$ cat config.mk
export PLATFORM = sky130hd
export DESIGN_NAME = pipe_stage_skid
export DESIGN_NICKNAME = d
export VERILOG_FILES = /design/src/rtl/pipe_stage_skid.sv
export SDC_FILE = /design/constraint.sdc
export NUM_CORES = 1
export LEC_CHECK = 0
export BUFFER_PORTS_ARGS = -buffer_cell sky130_fd_sc_hd__buf_2
export CAP_MARGIN = 25
export CORE_ASPECT_RATIO = 2
export CORE_MARGIN = 1.5
export CORE_UTILIZATION = 35
export CTS_CLUSTER_SIZE = 25
export DETAILED_ROUTE_END_ITERATION = 8
export PLACE_DENSITY_LB_ADDON = 0.05
export SLEW_MARGIN = 20
export SYNTH_ARGS = -nofsm -noshare
export SYNTH_HDL_FRONTEND = slang
export SYNTH_SLANG_ARGS = --single-unit
$ cat constraint.sdc
create_clock -name clk -period 1.7 [get_ports clk]
set_clock_uncertainty 0.05 [all_clocks]
set_input_delay 0.51 -clock clk [delete_from_list [all_inputs] [get_ports clk]]
set_output_delay 0.51 -clock clk [all_outputs]
set_load 0.005 [all_outputs]
$ cat src/rtl/pipe_stage_skid.sv
// Generic pipeline-stage register with a valid/ready handshake and a
// two-entry skid buffer (main + skid). Upstream ready comes from registered
// state only, so no combinational path runs from out_ready to in_ready.
// Also provides flush (bubble), hold (freeze), optional zeroing of out_data
// while empty, and a saturating count of upstream-stall cycles.
module pipe_stage_skid #(
  parameter int DATA_W        = 64,
  parameter int ZERO_ON_EMPTY = 1,
  parameter int CNT_W         = 16
) (
  input  logic              clk,
  input  logic              reset,
  input  logic              flush,
  input  logic              hold,
  input  logic              in_valid,
  output logic              in_ready,
  input  logic [DATA_W-1:0] in_data,
  output logic              out_valid,
  input  logic              out_ready,
  output logic [DATA_W-1:0] out_data,
  output logic [1:0]        occupancy,
  output logic [CNT_W-1:0]  stall_cnt
);

  typedef enum logic [1:0] {
    EMPTY = 2'd0,
    ONE   = 2'd1,
    FULL  = 2'd2
  } state_t;

  state_t              state_q, state_d;
  logic [DATA_W-1:0]   main_q, main_d;
  logic [DATA_W-1:0]   skid_q, skid_d;
  logic [CNT_W-1:0]    stall_q, stall_d;
  logic                in_fire;
  logic                out_fire;
  logic                up_stall;

  // Increment that sticks at the all-ones value instead of wrapping.
  function automatic logic [CNT_W-1:0] sat_inc(input logic [CNT_W-1:0] v);
    if (&v) begin
      return v;
    end
    return v + CNT_W'(1);
  endfunction

  // Handshake outputs depend only on registered state and hold.
  always_comb begin
    in_ready  = !hold && (state_q != FULL);
    out_valid = !hold && (state_q != EMPTY);
    in_fire   = in_valid && in_ready;
    out_fire  = out_valid && out_ready;
    up_stall  = in_valid && !in_ready;
  end

  // Presented payload and occupancy decode.
  always_comb begin
    out_data = main_q;
    if ((state_q == EMPTY) && (ZERO_ON_EMPTY != 0)) begin
      out_data = '0;
    end
    case (state_q)
      EMPTY:   occupancy = 2'd0;
      ONE:     occupancy = 2'd1;
      FULL:    occupancy = 2'd2;
      default: occupancy = 2'd0;
    endcase
    stall_cnt = stall_q;
  end

  // Next-state and storage update: flush beats hold beats normal transfer.
  always_comb begin
    state_d = state_q;
    main_d  = main_q;
    skid_d  = skid_q;
    if (flush) begin
      // A beat leaving this cycle counts as delivered; an arriving one is dropped.
      state_d = EMPTY;
      main_d  = '0;
      skid_d  = '0;
    end else if (!hold) begin
      case (state_q)
        EMPTY: begin
          if (in_fire) begin
            main_d  = in_data;
            state_d = ONE;
          end
        end
        ONE: begin
          if (in_fire && out_fire) begin
            main_d  = in_data;
          end else if (in_fire) begin
            skid_d  = in_data;
            state_d = FULL;
          end else if (out_fire) begin
            state_d = EMPTY;
          end
        end
        FULL: begin
          if (out_fire) begin
            main_d  = skid_q;
            state_d = ONE;
          end
        end
        default: begin
          state_d = EMPTY;
        end
      endcase
    end
  end

  // Stall counter counts every cycle an offered beat is refused, hold included.
  always_comb begin
    stall_d = stall_q;
    if (up_stall) begin
      stall_d = sat_inc(stall_q);
    end
  end

  // State, storage and counter registers with synchronous reset.
  always_ff @(posedge clk) begin
    if (reset) begin
      state_q <= EMPTY;
      main_q  <= '0;
      skid_q  <= '0;
      stall_q <= '0;
    end else begin
      state_q <= state_d;
      main_q  <= main_d;
      skid_q  <= skid_d;
      stall_q <= stall_d;
    end
  end

endmodule

# == Word level (Yosys, flattened, before mapping) ==
# Cells that the tools add are included.
# op_classes
addsub,1
n_eq_ne,9
muxes,15
n_bitwise,2
n_reduce_logical,17
# op_table
op,count
$mux W64,4
$pmux W64 S3,1
$add A16 B1 Y16 const B,1
$mux W16,1
$reduce_and A16 Y1,1
$ne A2 B2 Y1 const B,6
$mux W2,5
$reduce_and A5 Y1,2
$logic_and A1 B1 Y1,6
$pmux W2 S3,1
$pmux W2 S2,1
$reduce_and A4 Y1,1
$ne A3 B3 Y1 const B,1
$reduce_bool A3 Y1,1
$eq A2 B1 Y1 const B,1
$eq A2 B2 Y1 const B,1
$logic_not A1 Y1,2
$logic_not A2 Y1,1
$mux W1,2
$not A1 Y1,2
$reduce_and A2 Y1,1
$reduce_bool A2 Y1,1
$reduce_or A2 Y1,1
# totals
register_bits,146
input_bits,70
out_inout_bits,84
word_cells,48

# == Longest topological paths before layout ==
# depth
depth_word,7
ltp_mapped,7
mapped_depth_nobuf,5

# == Least setup slack after synthesis ==
# Ideal clock, no wire load.
# synth_path
path_kind,flip-flop to flip-flop
start,reg stall_q[0] (netlist: stall_cnt[0])
end,reg stall_q[10] (netlist: stall_cnt[10])
setup_time_ps,70
arrival_time_ps,1713
required_ps,1580
path_slack_ps,-133
stages_incl_launch_ff,7
cell_sequence,dfxtp_1 -> ha_1 -> nand3_1 -> a211o_1 -> buf_6 -> or4_1 -> a21oi_1
# synth_via
elab_chain_cells,5
# synth_rtl
element,line,rtl
"start, declared",34,"logic [CNT_W-1:0] stall_q, stall_d;"
"start signal, assigned",131,stall_q <= stall_d;
"parallel branches: the longest is 5 deep, another holds $add A16 B1 Y16",n/a,
# Several ways; the timed one is not identified. The select of a mux whose other input is x is not followed.
# A chain may end at the register's enable or synchronous reset.

# == Worst setup path in the final report ==
# layout_path
start,reg state_q[0]
end,reg main_q[45]
# layout_via
elab_chain_cells,6
# layout_rtl
element,line,rtl
"start, declared",31,"state_t state_q, state_d;"
"start signal, assigned",128,state_q <= state_d;
$ne A2 B2 Y1 or $reduce_bool A2 Y1 (tied branches),"49, 50",
$logic_and A1 B1 Y1 (on tied branches),"49, 50",
$logic_and A1 B1 Y1 (on tied branches),"51, 52",
$logic_and A1 B1 Y1,90,if (in_fire && out_fire) begin
$ne A2 B2 Y1 (no source line),n/a,
$reduce_and A5 Y1 (no source line),n/a,
"end signal, assigned",129,main_q <= main_d;
"end, declared",32,"logic [DATA_W-1:0] main_q, main_d;"
# Several ways; a longest one is shown, not always the timed one.

==> reports/metrics.cfg <==
[run_status]
status = finished, violations left
violations = negative setup slack

[power_and_ir_drop]
power_mw = 8.45
p_leak_nw = 4.09
power.density_nw_per_um2 = 829
peakVddDrop_uv = 594

[finish]
nNetsFinal = 1031
final_layout_size_suffix_gt1_share_pct = 45.8
area_delta_synth_final_pct = 53.1
insertedDiodeCount = 0
final_core_util_pct = 54.3
fill_cells = 1739

[timing]
slew_headroom_pct = 58.0
finalSetupTns_ps = -27070
grt_setup_unrepaired = yes
post-route-min-period_ps = 1970
report.final.slew_viol_count = 0
tightestPinTransition_ps = 629
fmax_ghz = 0.508
setup_violations = 139
setup_ws_ps = -269
post-route-period-util_pct = 116
hold_viol_final = 0
hold_ws_ps = 278

[clock_network]
holdBufCountCts = 0
cts_tree = built
insertion_delay_ps = 420
cts_root_buf = clkbuf_16
clk_pin_slew_ps = 70
cts_buffer_depth = 2
clock-sinks = 146
cts_made_buffers = 17
h-tree-depth = 4

[route]
drt_pre_antenna_iters = 7
routedWlPerCell_um = 18.2
drc_errors = 0
wirelength_um = 22300
vias = 6518
drtIter0Drc = 204
ant_nets = 0
vias_per_cell = 5.31

[yosys]
synthCells = 776
yosys.area.top_type = dfxtp_1
synth.area.mux_share_pct = 10.1
yosysSeqAreaShare_pct = 43.9
syn_area_sq_um = 6650
synth_top_area_share_pct = 43.9
ys_top_cells_by_area = dfxtp_1, a21oi_1, mux2i_1
ys_warn_count = 0
synthSimpleGateAreaFrac_pct = 18.4
synth_xor_area_share_pct = 0.132
synth_top_family_by_area = compound AO/OA/AOI/OAI gates
synth_compound_area_share_pct = 21.9
syn_avg_cell_area_sq_um = 8.57
yosys.cell_types.count = 38
ys_seq_elements = 146
synth_fa_ha_area_share_pct = 0.188
synth_fp_nets = 847

[placement]
dpl.hpwl_um = 12400
place_congestion = 0.773
portBuffers = 153

[job]
max-cap-violations = 0

[floorplan]
start_util_pct = 35.5
rows = 71
die_height_um = 198
die_x_um = 100
coreArea_sq_um = 18700
dieArea_sq_um = 19900
ios = 154

[grt]
grt_pass1_vias = 6425
antenna_found_initial = 0
overflow = 0
grt_usage_pct = 21.4
grt_max_degree = 71
grt_pass1_wl_um = 33200

[critical_path]
crit_path_end_kind = flop
critPathMaxFanout = 7
critPathKind = flop to flop
arrival_ps = 2240
start_kind = flop
worstPathRequired_ps = 1970

[hold_path]
hp-class = primary input to flop

[layout make-up]
type / count / area (sq um) / area share, %
timing repair buffer: 240 / 2010 / 19.7
multi-input combinational: 549 / 4280 / 42.0
clock buffer: 22 / 474 / 4.66
clock inverter: 9 / 129 / 1.27
inverter: 6 / 27.5 / 0.270
sequential: 146 / 2950 / 28.9
tap: 255 / 319 / 3.13
[final timing paths]
check | startpoint | to | slack (ps) | depth (start not counted)
min | in_data[24] | skid_q[24]$_SDFFE_PP0P_ | 280 | 3
max reg2reg | state_q[0]$_SDFFE_PP0P_ | main_q[45]$_SDFFE_PP0P_ | -270 | 8
max | state_q[0]$_SDFFE_PP0P_ | main_q[45]$_SDFFE_PP0P_ | -270 | 8
min reg2reg | skid_q[10]$_SDFFE_PP0P_ | skid_q[10]$_SDFFE_PP0P_ | 400 | 2
[cells in the mapped netlist, drive strengths merged]
| cell type | count |
|---|---|
| or3 | 7 |
| inv | 6 |
| o21ai | 7 |
| or4 | 6 |
| a211o | 2 |
| dfxtp | 146 |
| a211oi | 1 |
| and3 | 2 |
| nand2b | 4 |
| and4 | 2 |
| nor2b | 67 |
| nand4 | 4 |
| a311oi | 65 |
| a32o | 1 |
| o2111ai | 4 |
| a21oi | 142 |
| mux2i | 65 |
| nor3 | 6 |
| buf | 37 |
| ha | 1 |
| nand2 | 136 |
| nor4 | 1 |
| or2 | 2 |
| nor2 | 7 |
| clkbuf | 39 |
| and2 | 1 |
| o21ba | 1 |
| a31oi | 1 |
| nand3 | 3 |
| xnor2 | 1 |
| o31ai | 6 |
| mux2 | 2 |
| o211ai | 1 |
[flip-flops by register name, indices dropped and copies added, names as in the netlist]
name,flops
main_q,64
skid_q,64
stall_cnt,16
state_q,2
[cell usage in the layout (no fill, tap or decap), drive strengths merged, types with 2 or more instances in the layout]
cell type / count
a211o: 2
a21oi: 142
a311oi: 65
a32o: 2
and3: 2
and4: 2
buf: 232
bufbuf: 2
bufinv: 3
clkbuf: 28
clkinv: 3
clkinvlp: 2
dfxtp: 146
inv: 7
mux2: 2
mux2i: 65
nand2: 136
nand2b: 4
nand3: 3
nand4: 4
nor2: 7
nor2b: 67
nor3: 6
o2111ai: 4
o21ai: 7
o31ai: 6
or2: 2
or3: 7
or4: 6
[cell families after synthesis]
kind of cell,after synthesis
AO/OA/AOI/OAI,231
XOR/XNOR,1
adder cells (fa/ha/maj),1
buffers and inverters,82
flip-flops,146
multiplexers,67
AND/OR/NAND/NOR,248
[through the flow]
| stage | instance area [sq um] | setup WS [ps] | cells |
|---|---|---|---|
| 5_1_grt | 10200 | -317 | 1227 |
| 6_report | 10200 | -269 | 1227 |
| 3_5_place_dp | 7950 | -150 | 1159 |
| 2_1_floorplan | 6680 | 3.83 | 776 |
| 4_1_cts | 9430 | -268 | 1213 |
| 3_3_place_gp | 7950 | -108 | 1159 |
[layer usage]
layer  global-route usage [%]  vias to the layer above  part of all wire (%)
li1                         -                     3161                     -
met2                     39.1                      158                    54
met3                     4.34                       32                   3.4
met4                     8.14                        0                   2.2
met5                        0                        -                     0
met1                     24.1                     3167                    40
[power breakdown]
part	internal [mW]	leakage, nW	switching (mW)
registers	3.47	1.19	0.0397
logic	0.479	2.61	0.526
clock network	2.42	0.292	1.51
total	6.37	4.09	2.08
[repair_timing]
action,4_1_cts,5_1_grt
endpoints found under the hold margin,0,0
resized for setup,124,115
buffers inserted,14,8
gates cloned,9,6
pin swaps,31,35
endpoints found under the setup margin,115,143
[worst max-delay path: stages, from the launching register on]
cell and delay (ps):
dfxtp_4 360, buf_4 120, nand2b_4 170, inv_4 50
buf_6 130, a32o_4 310, buf_6 150, bufbuf_16 280
a311oi_2 240
Note: power is estimated with default switching activity, not from simulation.
